File: src/rtl/simon_engine.sv
// simon_engine: single-module Simon Says game engine.
// Holds the random sequence, blinks it back on the LEDs (faster each level),
// watches the player switches for clean one-hot presses, and runs the game FSM
// through idle, playback, input, pause, lose and win.
module simon_engine #(
  parameter int unsigned N_CH        = 4,
  parameter int unsigned MAX_LEN     = 16,
  parameter int unsigned ON_CYC      = 25_000_000,
  parameter int unsigned OFF_CYC     = 12_500_000,
  parameter int unsigned STEP_CYC    = 1_000_000,
  parameter int unsigned MIN_ON_CYC  = 5_000_000,
  parameter int unsigned TIMEOUT_CYC = 250_000_000,
  localparam int unsigned CH_W  = (N_CH > 1) ? $clog2(N_CH) : 1,
  localparam int unsigned LEN_W = $clog2(MAX_LEN + 1)
) (
  input  logic             clk,
  input  logic             reset,
  input  logic             start,
  input  logic [CH_W-1:0]  rand_num,
  input  logic [N_CH-1:0]  sw,
  output logic [N_CH-1:0]  led,
  output logic [LEN_W-1:0] level,
  output logic [LEN_W-1:0] score,
  output logic             playing,
  output logic             game_over,
  output logic             win
);

  // Width of an index into the sequence store.
  localparam int unsigned IDX_W = (MAX_LEN > 1) ? $clog2(MAX_LEN) : 1;

  // Terminal counts for the gap/pause timer and the input timeout.
  localparam logic [31:0] LAST_OFF     = (OFF_CYC == 0) ? 32'd0 : 32'(OFF_CYC - 1);
  localparam logic [31:0] TIMEOUT_LAST = (TIMEOUT_CYC == 0) ? 32'd0 : 32'(TIMEOUT_CYC - 1);

  // Level-1 on-time, already clamped to the floor, plus the per-level step.
  localparam logic [31:0] ON_INIT       = (ON_CYC > MIN_ON_CYC) ? 32'(ON_CYC) : 32'(MIN_ON_CYC);
  localparam logic [31:0] MIN_ON        = 32'(MIN_ON_CYC);
  localparam logic [31:0] STEP          = 32'(STEP_CYC);
  localparam logic [32:0] MIN_PLUS_STEP = 33'(MIN_ON_CYC) + 33'(STEP_CYC);

  // Alternating LED pattern shown on a win: bit 0 lit, bit 1 dark, ...
  function automatic logic [N_CH-1:0] alt_pattern();
    logic [N_CH-1:0] p;
    p = '0;
    for (int i = 0; i < int'(N_CH); i++) p[i] = (i % 2 == 0);
    return p;
  endfunction

  localparam logic [N_CH-1:0] WIN_PAT = alt_pattern();

  typedef enum logic [2:0] {
    S_IDLE,
    S_ADD,
    S_SHOW_ON,
    S_SHOW_OFF,
    S_INPUT,
    S_PAUSE,
    S_LOSE,
    S_WIN
  } state_t;

  state_t            state_q, state_d;
  logic [LEN_W-1:0]  level_q, level_d;
  logic [LEN_W-1:0]  score_q, score_d;
  logic [LEN_W-1:0]  idx_q, idx_d;
  logic [31:0]       timer_q, timer_d;
  logic [31:0]       on_time_q, on_time_d;
  logic              win_phase_q, win_phase_d;
  logic [N_CH-1:0]   sw_prev_q, sw_prev_d;
  logic [CH_W-1:0]   mem_q [MAX_LEN];
  logic [CH_W-1:0]   mem_d [MAX_LEN];

  logic              sw_onehot;
  logic              press;
  logic              last_step;
  logic [CH_W-1:0]   cur_ch;
  logic [N_CH-1:0]   expect_led;
  logic [CH_W-1:0]   rand_fold;

  assign sw_prev_d = sw;

  assign level = level_q;
  assign score = score_q;

  // Decode the player switches, the current step's channel and the folded rng value.
  always_comb begin
    sw_onehot  = (sw != '0) && ((sw & (sw - N_CH'(1))) == '0);
    press      = (sw_prev_q == '0) && sw_onehot;
    last_step  = (idx_q == (level_q - LEN_W'(1)));
    cur_ch     = mem_q[idx_q[IDX_W-1:0]];
    expect_led = N_CH'(1) << cur_ch;
    rand_fold  = rand_num;
    if (32'(rand_num) >= 32'(N_CH)) begin
      rand_fold = rand_num - CH_W'(N_CH);
    end
  end

  // Game FSM: next state, datapath updates and the Moore-style outputs.
  always_comb begin
    state_d     = state_q;
    level_d     = level_q;
    score_d     = score_q;
    idx_d       = idx_q;
    timer_d     = timer_q;
    on_time_d   = on_time_q;
    win_phase_d = win_phase_q;
    mem_d       = mem_q;
    led         = '0;
    playing     = 1'b0;
    game_over   = 1'b0;
    win         = 1'b0;

    case (state_q)
      S_IDLE: begin
        if (start) begin
          level_d = '0;
          score_d = '0;
          state_d = S_ADD;
        end
      end

      S_ADD: begin
        mem_d[level_q[IDX_W-1:0]] = rand_fold;
        level_d = level_q + LEN_W'(1);
        idx_d   = '0;
        timer_d = '0;
        // Each new level shortens the blink by one step, never below the floor.
        if (level_q == '0) begin
          on_time_d = ON_INIT;
        end else if (33'(on_time_q) > MIN_PLUS_STEP) begin
          on_time_d = on_time_q - STEP;
        end else begin
          on_time_d = MIN_ON;
        end
        state_d = S_SHOW_ON;
      end

      S_SHOW_ON: begin
        led = expect_led;
        if (timer_q == (on_time_q - 32'd1)) begin
          timer_d = '0;
          state_d = S_SHOW_OFF;
        end else begin
          timer_d = timer_q + 32'd1;
        end
      end

      S_SHOW_OFF: begin
        if (timer_q == LAST_OFF) begin
          timer_d = '0;
          if (last_step) begin
            idx_d   = '0;
            state_d = S_INPUT;
          end else begin
            idx_d   = idx_q + LEN_W'(1);
            state_d = S_SHOW_ON;
          end
        end else begin
          timer_d = timer_q + 32'd1;
        end
      end

      S_INPUT: begin
        playing = 1'b1;
        led     = sw_onehot ? sw : '0;
        // A press on the timeout cycle still counts, so it is checked first.
        if (press) begin
          timer_d = '0;
          if (sw == expect_led) begin
            if (last_step) begin
              score_d     = level_q;
              win_phase_d = 1'b0;
              state_d     = (level_q == LEN_W'(MAX_LEN)) ? S_WIN : S_PAUSE;
            end else begin
              idx_d = idx_q + LEN_W'(1);
            end
          end else begin
            state_d = S_LOSE;
          end
        end else if ((TIMEOUT_CYC != 0) && (timer_q == TIMEOUT_LAST)) begin
          state_d = S_LOSE;
        end else begin
          timer_d = timer_q + 32'd1;
        end
      end

      S_PAUSE: begin
        if (timer_q == LAST_OFF) begin
          timer_d = '0;
          state_d = S_ADD;
        end else begin
          timer_d = timer_q + 32'd1;
        end
      end

      S_LOSE: begin
        game_over = 1'b1;
        led       = '1;
        if (start) begin
          level_d = '0;
          score_d = '0;
          state_d = S_ADD;
        end
      end

      S_WIN: begin
        win = 1'b1;
        led = win_phase_q ? ~WIN_PAT : WIN_PAT;
        if (start) begin
          level_d = '0;
          score_d = '0;
          timer_d = '0;
          state_d = S_ADD;
        end else if (timer_q == LAST_OFF) begin
          timer_d     = '0;
          win_phase_d = ~win_phase_q;
        end else begin
          timer_d = timer_q + 32'd1;
        end
      end

      default: begin
        state_d = S_IDLE;
      end
    endcase
  end

  // State and datapath registers; reset wipes every piece of game state.
  always_ff @(posedge clk or negedge reset) begin
    if (!reset) begin
      state_q     <= S_IDLE;
      level_q     <= '0;
      score_q     <= '0;
      idx_q       <= '0;
      timer_q     <= '0;
      on_time_q   <= '0;
      win_phase_q <= 1'b0;
      sw_prev_q   <= '0;
      for (int i = 0; i < int'(MAX_LEN); i++) begin
        mem_q[i] <= '0;
      end
    end else begin
      state_q     <= state_d;
      level_q     <= level_d;
      score_q     <= score_d;
      idx_q       <= idx_d;
      timer_q     <= timer_d;
      on_time_q   <= on_time_d;
      win_phase_q <= win_phase_d;
      sw_prev_q   <= sw_prev_d;
      mem_q       <= mem_d;
    end
  end

endmodule

File: config.mk
export PLATFORM = sky130hd
export DESIGN_NAME = simon_engine
export DESIGN_NICKNAME = d
export VERILOG_FILES = /design/src/rtl/simon_engine.sv
export SDC_FILE = /design/constraint.sdc
export NUM_CORES = 1
export LEC_CHECK = 0
export ABC_CLOCK_PERIOD_IN_PS = 4500
export CORE_MARGIN = 1
export CORE_UTILIZATION = 38
export CTS_BUF_LIST = sky130_fd_sc_hd__clkbuf_4
export DETAILED_ROUTE_END_ITERATION = 10
export SYNTH_ARGS = -nofsm -noshare
export SYNTH_HDL_FRONTEND = slang
export SYNTH_SLANG_ARGS = --single-unit
export TNS_END_PERCENT = 10
File: constraint.sdc
create_clock -name clk -period 4.5 [get_ports clk]
set_input_delay 0.45 -clock clk [delete_from_list [all_inputs] [get_ports clk]]
set_output_delay 0.45 -clock clk [all_outputs]
set_load 0.005 [all_outputs]
Yosys cells after proc, flatten, opt, wreduce, memory -nomap -nowiden
Cells that the tools add are included.

$add $sub $neg: 7. Multiply operators: 0. Divide/modulo/power cells: 0. Magnitude comparators: 4. Equality and inequality tests: 26. Shift-type cells: 1. Muxes and demuxes: 49. Bitwise gates (word level): 4. Reduce and logical (&&, ||, !) cells: 21.

Operators with widths (count): $mux W32 (7); $pmux W32 S5 (1); $mux W5 (9); $add A32 B1 Y32 const B (1); $bwmux W32 (1); $eq A32 B24 Y1 const B (1); $eq A32 B28 Y1 const B (1); $eq A32 B32 Y1 (1); $gt A32 B23 Y1 const B (1); $sub A32 B1 Y32 const B (1); $sub A32 B20 Y32 const B (1); $mux W3 (9); $pmux W5 S2 (2); $ne A2 B2 Y1 const B (9); $pmux W3 S6 (1); $pmux W4 S4 (1); $pmux W5 S3 (1); $eq A3 B3 Y1 const B (4); $reduce_and A6 Y1 (2); $add A5 B1 Y5 const B (2); $ge A5 B5 Y1 const B (2); $not A4 Y5 (2); $reduce_and A5 Y1 (2); $bmux W2 S4 (1); other kinds (30) (49).

Register bits after elaboration: 119. Latch bits: 0. Memory bits (writable): 0. Bits in read-only memories: 0. Output and inout bits: 17. Memories kept: 0.

Longest topological paths before layout
Gate-level depths: netlist of run 1.

Depth in word-level cells: 9. Depth in mapped cells: 14. Mapped depth without buffers: 11.

Worst setup path before layout of run 1
No wires, ideal clock.

Path kind: register to register. From: register on_time_q[26]. To: register timer_q[1]. Library setup time: 0.121 ns. Data arrival time: 2.951 ns. Setup slack: 1.428 ns. Cell stages (with the launch flop): 12. Period minus slack after synthesis: 3.072 ns. Cells stage by stage: dfrtp_1 > buf_6 > or4_4 > or4_4 > nor4_4 > xnor2_1 > and4_4 > o2111ai_2 > a21bo_4 > buf_6 > buf_8 > a22o_1.

Cells in the longest elaborated chain, start to end: 4.

Ends and longest elaborated chain: from (decl) (RTL line 68) `logic [31:0] on_time_q, on_time_d;`; from (signal assigned) (RTL line 249) `on_time_q <= on_time_d;`; $sub A32 B1 Y32 (RTL line 141) `if (timer_q == (on_time_q - 32'd1)) begin`; $eq A32 B32 Y1 (RTL line 141); $mux W32 (RTL line 141); $pmux W32 S5 (RTL line 114) `case (state_q)`; to (signal assigned) (RTL line 248) `timer_q <= timer_d;`; to (decl) (RTL line 67) `logic [31:0] timer_q, timer_d;`.

Every way passes these cells. A chain may end at the register's enable or synchronous reset.

Worst setup path in the final report of run 1
From: register idx_q[1]. To: output led[1].

Cells in the longest elaborated chain, start to end: 6.

Ends and longest elaborated chain: from (decl) (RTL line 66) `logic [LEN_W-1:0] idx_q, idx_d;`; from (signal assigned) (RTL line 247) `idx_q <= idx_d;`; $not A4 Y5 (not written as such) (RTL line 91) `cur_ch = mem_q[idx_q[IDX_W-1:0]];`; $bmux W2 S4 (RTL line 91); $mux W2 (not written as such) (2 in a row) (RTL line 91); $shl A1 B2 Y4 (RTL line 92) `expect_led = N_CH'(1) << cur_ch;`; $pmux W4 S4 (RTL line 114); to (decl) (RTL line 21) `output logic [N_CH-1:0] led,`.

Every way passes these cells. The select of a mux whose other input is x is not followed.

==> metrics.txt, run 1 <==
outcome=finished clean; static leakage=3.48 nW; fin crit period=3.96 ns; I/O pin cnt=26; Critical path buffers and inverters=2; syn avg cell area=8.90 um^2; Non-Filler Instances=1098; Clock Latency Late Sink=0.56 ns; routed vias=6282; hold wc startpoint=sw[1]; Post-DP HPWL=13200 um; Worst-Margin Slew=0.979 ns; TritonCTS Buffers=17; EDFF count, synth=0; Primary FF master, synth=dfrtp_1; Die H=142 um; CP top delay family=flip-flops; # clock sinks=113; mapped cell area=7410 um^2; gp weighted congestion=0.848; drt drc=0; register clock-pin slew on the reported worst setup and hold paths=0.12 ns; H-Tree Depth=4; max-cap violation count=0; Fmax=0.252 GHz; Synth area leaders=dfrtp_1, mux2_2, nand2_1; routed len/inst=16.9 um; CP Capture Type=output port; Initial Utilization=39.2%; asr flop ratio synth=100%; pwr dens=245 nW/um^2; final WL=18600 um; hold crit path type=input pin to register; CP required=4.05 ns; top cell type by total area after synthesis=dfrtp_1; DR iter-0 viols=387; Setup violations, final=0; largest net degree at the start of global routing=53; post-route clock period utilization=88.1%; FF-to-FF Start=on_time_q[6]; Root Buffer Master=clkbuf_4; worst-path cell chain=mux4_2 -> nor2b_1 -> a31oi_1 -> o211ai_1 -> nor2b_1 -> inv_1 -> o21ai_0 -> clkdlybuf4s50_1; crit-path max FO=13; share of the synthesized area in the top cell type=38.2%; Final Hold Vio Count=0; # nets final=843; share of layout cells above drive strength 1=12.2%; fin. max-slew vios=0; First-pass DRT Iterations=5; Syn-to-layout area delta=9.56%; Final Skew=0.0244 ns; post-route ant nets=0; TNS Setup=0 ns; most common cell after layout, fill and taps aside=dfrtp_1; antenna violations before repair=1; post-synth cell types=71; relative slew slack=34.5%; die width=142 um; Synth Net Count=851; Worst VDD drop=178 uV; critical path arrival=3.51 ns; Core ar.=18900 um^2; cells after synthesis=832; RSZ-0062 raised after global routing=no; finished layout cell area=8120 um^2; Max stage delay cell, worst path=dfrtp_1; vias in the first global route=5794; cell mode on critical path=nor2b_1; R2R Setup Slk=0.82 ns; FF+latch count, synth=113; Overall Global Routing Usage=19.6%; worst hold path endpoint=sw_prev_q[1]; Hold Path Cell Cnt=1; Tot Pwr=1.99 mW; vias per inst=5.72; Row Count=50; synth warn=0; die area=20100 um^2; CTS tree=built; post-synthesis sequential area ratio=38.2%; startpoint types=register; Worst R2R Path Depth=11; total global routing overflow=0; placed instance area=7770 um^2; worst reg2reg path endpoint=timer_q[20]; Critical Path Max Stage Delay=0.83 ns; Placed Cells=1064; maximum clock path buffer count=2; CP Class=register to output port; global-route wire length before repair=30700 um; port buffer count=25; commonest cells after routing, fill and taps aside=dfrtp_1, nand2_1, nor2_1, a21oi_1, o21ai_0
-- logic make-up (layout without fill, tap and decap cells) --
family          after synthesis  count (layout)  share of synthesized area [%]
fa+ha+maj                    10              10                           1.69
buf+inv                      87              92                           5.07
flops                       113             113                           38.2
compound gates              199             199                           17.5
xor+xnor                     51              51                           6.03
mux                          50              50                           8.53
other cells                   0               1                              0
simple gates                322             322                           23.0
-- where the power goes --
| group | switching [mW] | total [mW] | internal (mW) |
|---|---|---|---|
| Sequential | 0.00595 | 1.03 | 1.03 |
| Combinational | 0.0392 | 0.0633 | 0.0241 |
| Clock | 0.447 | 0.893 | 0.447 |
-- final cells by class --
class / count / area, um^2
Tap cell: 260 / 325
Inverter: 25 / 93.8
Multi-Input combinational cell: 632 / 4210
Clock buffer: 17 / 128
Antenna cell: 1 / 2.50
Sequential cell: 113 / 2830
Timing Repair Buffer: 35 / 325
Clock inverter: 15 / 206
Fill cell: 1913 / 10800
-- worst max path at each step --
stage / from / end / slack, ns / cells past startpoint
after floorplan: on_time_q[26] / timer_q[1] / 1.43 / 11
after global placement: on_time_q[6] / timer_q[20] / 0.86 / 11
after detailed placement: on_time_q[6] / timer_q[20] / 0.83 / 11
after CTS: idx_q[1] / led[1] / 0.49 / 8
after global routing: idx_q[1] / led[1] / 0.28 / 8
final: idx_q[1] / led[1] / 0.54 / 8
-- cells in the mapped netlist (8+ instances only) --
library cell	n
dfrtp_1	113
nand2_1	81
nor2_1	60
clkbuf_1	51
a21oi_1	45
o21ai_0	41
nand3_1	36
a31oi_1	35
mux2_2	35
nor3_1	27
nand4_1	26
xnor2_1	26
xor2_1	25
inv_1	24
and3_1	11
ha_1	10
nor2b_1	10
and2_1	9
mux2i_1	8
-- metal layers --
layer | part of all wire [%] | vias to the layer above | global-route usage (%)
met3 | 4.2 | 17 | 3.51
met5 | 0 | - | 0
met1 | 49 | 3078 | 28.8
li1 | - | 3039 | -
met2 | 45 | 148 | 29.1
met4 | 1.4 | 0 | 6.40
-- state kept, by name, indices dropped and copies added (netlist names) --
| name | cells |
|---|---|
| timer_q | 32 |
| idx_q | 5 |
| level | 5 |
| state_q | 3 |
| sw_prev_q | 4 |
| on_time_q | 26 |
| mem_q | 32 |
| win_phase_q | 1 |
| score | 5 |
-- metrics by stage --
step / utilization [%] / setup slack, ns / hold WS (ns)
6_report: 43.0 / 0.536 / 0.468
5_1_grt: 43.0 / 0.280 / 0.440
4_1_cts: 42.9 / 0.488 / 0.412
2_1_floorplan: - / 1.43 / 0.154
3_3_place_gp: 41.1 / 0.856 / 0.467
3_5_place_dp: 41.1 / 0.828 / 0.473
-- repair_timing --
| action | in CTS | in global routing |
|---|---|---|
| hold endpoints to repair | 50 | 0 |
| resized for setup | 0 | 0 |
| setup buffers | 0 | 0 |
| hold buffers | 1 | 0 |
No activity file was read; power rests on OpenSTA's default activity.
==> run 2, diff against run 1 <==
--- a/config.mk
+++ b/config.mk
@@ -10,6 +10,7 @@
 export CORE_UTILIZATION = 38
 export CTS_BUF_LIST = sky130_fd_sc_hd__clkbuf_4
 export DETAILED_ROUTE_END_ITERATION = 10
+export SLEW_MARGIN = 15
 export SYNTH_ARGS = -nofsm -noshare
 export SYNTH_HDL_FRONTEND = slang
 export SYNTH_SLANG_ARGS = --single-unit
==> results of run 2 <==
Final layout, timing and power as in run 1 (identical DEF).
